--- src/rtl/kamikaze_mem_arbiter.sv ---
// Shares one 32-bit memory port between instruction fetch and load/store.
// One outstanding transaction; LSU has priority, bounded by a streak counter.
module kamikaze_mem_arbiter #(
  parameter int unsigned MAX_LS_STREAK = 4
) (
  input  logic        clk_i,
  input  logic        rst_i,
  input  logic        if_req_i,
  input  logic [31:0] if_addr_i,
  output logic        if_gnt_o,
  output logic        if_rvalid_o,
  output logic [31:0] if_rdata_o,
  input  logic        ls_req_i,
  input  logic        ls_we_i,
  input  logic [3:0]  ls_be_i,
  input  logic [31:0] ls_addr_i,
  input  logic [31:0] ls_wdata_i,
  output logic        ls_gnt_o,
  output logic        ls_rvalid_o,
  output logic [31:0] ls_rdata_o,
  output logic        mem_req_o,
  output logic        mem_we_o,
  output logic [3:0]  mem_be_o,
  output logic [31:0] mem_addr_o,
  output logic [31:0] mem_wdata_o,
  input  logic        mem_gnt_i,
  input  logic        mem_rvalid_i,
  input  logic [31:0] mem_rdata_i,
  output logic        busy_o
);

  typedef enum logic [1:0] {
    ST_IDLE = 2'd0,
    ST_REQ  = 2'd1,
    ST_RESP = 2'd2
  } state_e;

  localparam logic [3:0] MaxStreak = 4'(MAX_LS_STREAK);

  state_e      state_q, state_d;
  logic        owner_ls_q, owner_ls_d;
  logic [3:0]  streak_q, streak_d;
  logic        mem_req_q, mem_req_d;
  logic        mem_we_q, mem_we_d;
  logic [3:0]  mem_be_q, mem_be_d;
  logic [31:0] mem_addr_q, mem_addr_d;
  logic [31:0] mem_wdata_q, mem_wdata_d;
  logic        accept_s;
  logic        gnt_ls_s;
  logic        gnt_if_s;

  // Accept opportunity and arbitration; gated by reset so no grant is lost.
  always_comb begin
    accept_s = 1'b0;
    gnt_ls_s = 1'b0;
    gnt_if_s = 1'b0;
    if (rst_i && ((state_q == ST_IDLE) || ((state_q == ST_RESP) && mem_rvalid_i))) begin
      accept_s = 1'b1;
    end else begin
      accept_s = 1'b0;
    end
    if (accept_s) begin
      if (ls_req_i && if_req_i) begin
        if (streak_q == MaxStreak) begin
          gnt_if_s = 1'b1;
        end else begin
          gnt_ls_s = 1'b1;
        end
      end else if (ls_req_i) begin
        gnt_ls_s = 1'b1;
      end else if (if_req_i) begin
        gnt_if_s = 1'b1;
      end else begin
        gnt_ls_s = 1'b0;
      end
    end else begin
      gnt_if_s = 1'b0;
    end
  end

  // Next-state logic.
  always_comb begin
    state_d = state_q;
    case (state_q)
      ST_IDLE: begin
        if (gnt_ls_s || gnt_if_s) state_d = ST_REQ;
        else                      state_d = ST_IDLE;
      end
      ST_REQ: begin
        if (mem_gnt_i) state_d = ST_RESP;
        else           state_d = ST_REQ;
      end
      ST_RESP: begin
        if (!mem_rvalid_i)            state_d = ST_RESP;
        else if (gnt_ls_s || gnt_if_s) state_d = ST_REQ;
        else                          state_d = ST_IDLE;
      end
      default: state_d = ST_IDLE;
    endcase
  end

  // Request stage, owner flag and streak counter next values.
  always_comb begin
    owner_ls_d  = owner_ls_q;
    streak_d    = streak_q;
    mem_req_d   = mem_req_q;
    mem_we_d    = mem_we_q;
    mem_be_d    = mem_be_q;
    mem_addr_d  = mem_addr_q;
    mem_wdata_d = mem_wdata_q;
    if (gnt_ls_s) begin
      owner_ls_d  = 1'b1;
      mem_req_d   = 1'b1;
      mem_we_d    = ls_we_i;
      mem_be_d    = ls_be_i;
      mem_addr_d  = ls_addr_i;
      mem_wdata_d = ls_wdata_i;
      if (!if_req_i)                streak_d = 4'd0;
      else if (streak_q < MaxStreak) streak_d = streak_q + 4'd1;
      else                          streak_d = streak_q;
    end else if (gnt_if_s) begin
      owner_ls_d  = 1'b0;
      mem_req_d   = 1'b1;
      mem_we_d    = 1'b0;
      mem_be_d    = 4'hF;
      mem_addr_d  = if_addr_i;
      mem_wdata_d = 32'h0000_0000;
      streak_d    = 4'd0;
    end else if ((state_q == ST_REQ) && mem_gnt_i) begin
      mem_req_d = 1'b0;
    end else begin
      mem_req_d = mem_req_q;
    end
  end

  // Output decode; responses outside RESP are dropped.
  always_comb begin
    if_gnt_o    = gnt_if_s;
    ls_gnt_o    = gnt_ls_s;
    if_rdata_o  = mem_rdata_i;
    ls_rdata_o  = mem_rdata_i;
    busy_o      = (state_q != ST_IDLE);
    if (rst_i && (state_q == ST_RESP) && mem_rvalid_i) begin
      if_rvalid_o = !owner_ls_q;
      ls_rvalid_o = owner_ls_q;
    end else begin
      if_rvalid_o = 1'b0;
      ls_rvalid_o = 1'b0;
    end
  end

  // State and request-stage registers.
  always_ff @(posedge clk_i) begin
    if (!rst_i) begin
      state_q     <= ST_IDLE;
      owner_ls_q  <= 1'b0;
      streak_q    <= 4'd0;
      mem_req_q   <= 1'b0;
      mem_we_q    <= 1'b0;
      mem_be_q    <= 4'h0;
      mem_addr_q  <= 32'h0000_0000;
      mem_wdata_q <= 32'h0000_0000;
    end else begin
      state_q     <= state_d;
      owner_ls_q  <= owner_ls_d;
      streak_q    <= streak_d;
      mem_req_q   <= mem_req_d;
      mem_we_q    <= mem_we_d;
      mem_be_q    <= mem_be_d;
      mem_addr_q  <= mem_addr_d;
      mem_wdata_q <= mem_wdata_d;
    end
  end

  assign mem_req_o   = mem_req_q;
  assign mem_we_o    = mem_we_q;
  assign mem_be_o    = mem_be_q;
  assign mem_addr_o  = mem_addr_q;
  assign mem_wdata_o = mem_wdata_q;

endmodule

--- config.mk ---
export PLATFORM = sky130hd
export DESIGN_NAME = kamikaze_mem_arbiter
export DESIGN_NICKNAME = d
export VERILOG_FILES = /design/src/rtl/kamikaze_mem_arbiter.sv
export SDC_FILE = /design/constraint.sdc
export NUM_CORES = 1
export LEC_CHECK = 0
export ABC_AREA = 1
export BUFFER_PORTS_ARGS = -buffer_cell sky130_fd_sc_hd__clkbuf_2
export CAP_MARGIN = 30
export CORE_AREA = 2 2 109 111
export DETAILED_ROUTE_END_ITERATION = 8
export DIE_AREA = 0 0 111 113
export GPL_TIMING_DRIVEN = 0
export PLACE_DENSITY = 0.79
export RECOVER_POWER = 50
export SYNTH_ARGS = -nofsm -noshare
export SYNTH_HDL_FRONTEND = slang
export SYNTH_SLANG_ARGS = --single-unit
--- constraint.sdc ---
create_clock -name clk_i -period 1.75 [get_ports clk_i]
set_input_delay 0.2625 -clock clk_i [delete_from_list [all_inputs] [get_ports clk_i]]
set_output_delay 0.2625 -clock clk_i [all_outputs]
set_load 0.01 [all_outputs]
==> results.txt <==
peak fanout along the critical path = 3
VDD IR max = 525 uV
combinational share of power = 22.1%
post-layout total power = 4.92 mW
global-route usage over all layers = 17.2%
CP Capture Type = output port
critical path class = reg2out
average cell area after synthesis = 7.84 um^2
first-pass GRT wire length = 17500 um
vias post-DR = 3968
relative max-transition margin = 68.1%
max frequency = 0.565 GHz
max-slew violations = 0
total wire length after detailed routing = 11300 um
number of max-cap violations = 0
clock share of power = 37.9%
cell at the root of the clock tree = sky130_fd_sc_hd__clkbuf_16
IO buf count = 244
DR pass1 iterations = 4
post-CTS clock slew at the launch and capture registers of the worst setup and hold paths = 0.07 ns
average via count per standard cell = 4.49
number of clock sinks = 77
antenna cells = 0
DRC violation count after routing = 0
initial antenna violation count = 0
final setup violation count = 2
violations in the final reports = setup timing
fillers = 1193
drt initial violations = 144
startpoint kind of the worst setup timing path = flop
wire length per cell = 12.7 um
cell area after technology mapping = 0.00370 mm^2
H-Tree Level Count = 3
largest area contributor in the synthesized netlist = sky130_fd_sc_hd__dfxtp_1
power share of the sequential group = 40.0%
switching power share of the total = 28.9%
internal cell power = 3.50 mW
Syn. warnings = 0
Crit Reg-Reg Startpoint = streak_q[0]
Critical Path RT = 1.49 ns
number of global-route vias before repair = 3648
fraction of the yosys area taken by sequential cells = 41.7%
standby leakage power = 2.50 nW
Total Die Area = 0.0125 mm^2
share of the synthesized area in the top cell type = 41.7%
RePlAce Congestion = 0.805
total clock buffers created by CTS = 9
Nets = 877
flip-flop and latch count after synthesis = 77
slew of the pin with the lowest slew margin = 0.479 ns
Crit. Startpoint = streak_q[0]
clock latency on the worst-skew pair = 0.33 ns
min-delay worst type = in2reg
commonest non-fill, non-tap cells in the layout = 146 x sky130_fd_sc_hd__clkbuf_2, 106 x sky130_fd_sc_hd__clkbuf_1, 79 x sky130_fd_sc_hd__nand2_1
most common cell after layout, fill and taps aside = sky130_fd_sc_hd__clkbuf_2
net switching power = 1.42 mW
setup repair after global routing missed its margin = true
top-level I/O count = 278
final hold violation count = 0
summed negative setup slack over all endpoints = -0.0287 ns
core box area = 0.0113 mm^2
detailed placement HPWL = 8720 um
result of the run = finished, violations left
Post-Route Skew = 0.00810 ns
share of post-route cells with drive strength above 1 = 40.9%
Hold Path Origin = ls_wdata_i[29]
post-detailed-route count of antenna-violating nets = 0
floorplan die width = 111 um
sum of overflow across all layers after global routing = 0
y dimension of the die = 113 um
arrival time of data at the critical path endpoint = 1.51 ns
standard-cell row count = 39
final worst slack = -0.0186 ns
Final period util = 101%
gate count of the mapped netlist = 472
leading cell types by total area after synthesis = sky130_fd_sc_hd__dfxtp_1 42%, sky130_fd_sc_hd__buf_4 14%, sky130_fd_sc_hd__nand2_1 8.1%, sky130_fd_sc_hd__nor3_1 6.0%, sky130_fd_sc_hd__nor3_2 5.4%
Final Critical Period = 1.77 ns
Power Density = 899 mW/mm^2
Synth Net Count = 613
pin count of the biggest net entering global routing = 15
CTS Hold Bufs = 0
maximum buffer depth of the clock tree = 2
effective utilization at floorplan = 32.8%
Unique masters post-synth = 26
growth of design area from synthesis to finish = 47.8%
CTS tree = built
## what timing repair did
item,4_1_cts,5_1_grt
hold endpoints to repair,0,0
pin swaps,4,5
buffers inserted,7,3
endpoints found under the setup margin,56,55
resized for setup,19,19
## stage by stage
step | setup WS [ns] | instances | hold WS [ns] | util [%] | cell area [um^2]
2_1_floorplan | 0.222 | 472 | 0.410 | - | 3700
3_3_place_gp | -0.134 | 859 | 0.445 | 45.2 | 5100
3_5_place_dp | -0.129 | 859 | 0.449 | 45.2 | 5100
4_1_cts | -0.0740 | 881 | 0.146 | 48.8 | 5500
5_1_grt | -0.0876 | 884 | 0.143 | 48.5 | 5470
6_report | -0.0186 | 884 | 0.156 | 48.5 | 5470
## registers in the layout (all words and copies together) (netlist names)
name	count
streak_q	4
mem_be_o	4
mem_wdata_o	32
mem_addr_o	32
owner_ls_q	1
mem_we_o	1
mem_req_o	1
state_q	2
## synth_stat cells
library cell                instances
sky130_fd_sc_hd__buf_4             71
sky130_fd_sc_hd__dfxtp_1           77
sky130_fd_sc_hd__nand2_1           80
sky130_fd_sc_hd__buf_2              7
sky130_fd_sc_hd__nand2_2            3
sky130_fd_sc_hd__buf_6              4
sky130_fd_sc_hd__o2111ai_1          1
sky130_fd_sc_hd__nor3_2            20
sky130_fd_sc_hd__o31ai_1            1
sky130_fd_sc_hd__nor2_4             1
sky130_fd_sc_hd__nand2_4            3
sky130_fd_sc_hd__inv_2              2
sky130_fd_sc_hd__nand4_1            2
sky130_fd_sc_hd__ha_1               2
sky130_fd_sc_hd__xnor2_1            1
sky130_fd_sc_hd__nor2_8             1
sky130_fd_sc_hd__inv_4              2
sky130_fd_sc_hd__nor2_1            52
sky130_fd_sc_hd__a21oi_1           36
sky130_fd_sc_hd__clkbuf_1           8
sky130_fd_sc_hd__inv_1             12
sky130_fd_sc_hd__nand3_1            3
sky130_fd_sc_hd__nor3_1            44
sky130_fd_sc_hd__o21ai_0            7
sky130_fd_sc_hd__buf_1              2
sky130_fd_sc_hd__o21ai_1           30
## critical path: stages (launching register included)
cell and delay [ns]:
sky130_fd_sc_hd__dfxtp_2 0.33, sky130_fd_sc_hd__inv_2 0.07, sky130_fd_sc_hd__ha_4 0.13, sky130_fd_sc_hd__nand2_4 0.05, sky130_fd_sc_hd__nor2_4 0.17, sky130_fd_sc_hd__nor2_8 0.06
sky130_fd_sc_hd__nand2_4 0.10, sky130_fd_sc_hd__buf_12 0.13, sky130_fd_sc_hd__inv_12 0.03, sky130_fd_sc_hd__clkbuf_2 0.11
## final cells by class
type	count	area (um^2)	share of cell area, %
clock buffers	9	225	4.12
well taps	143	179	3.27
repair buffers	254	1200	21.9
flip-flops and latches	77	1550	28.3
multi-input cells	287	1510	27.6
plain buffers	91	661	12.1
clock inverters	7	75.1	1.37
inverters	16	75.1	1.37
## cells by family (layout without fill, tap and decap cells)
logic type,Yosys count,in the layout,share of synthesized area [%]
buffers and inverters,108,377,19.3
flip-flops,77,77,41.7
AND/OR/NAND/NOR,209,209,27.8
XOR/XNOR,1,1,0.237
AO/OA/AOI/OAI,75,75,10.3
adder cells (fa/ha/maj),2,2,0.676
## power groups by stage
stage	Clock (mW)	Sequential, mW	Combinational (mW)
finish	1.86	1.97	1.08
global route	1.99	1.98	1.19
CTS	1.91	1.97	1.11
detailed placement	0	2.01	1.07
global placement	0	2.00	1.06
floorplan	0	2.06	0.570
## final timing paths
check,to,slack [ns],cells past startpoint
setup / recovery,ls_gnt_o,-0.02,9
hold / removal,mem_wdata_o[29],0.16,3
setup reg to reg,mem_addr_o[14],0.03,9
hold reg to reg,streak_q[3],0.46,2
## layer usage
layer	routed length [um]	vias to the layer above	track usage, %
met3	793	17	4.23
met1	4670	1777	21.3
met4	231	0	5.67
li1	-	2010	-
met2	5570	164	29.4
met5	0	-	0
(Power assumes the default switching activity.)
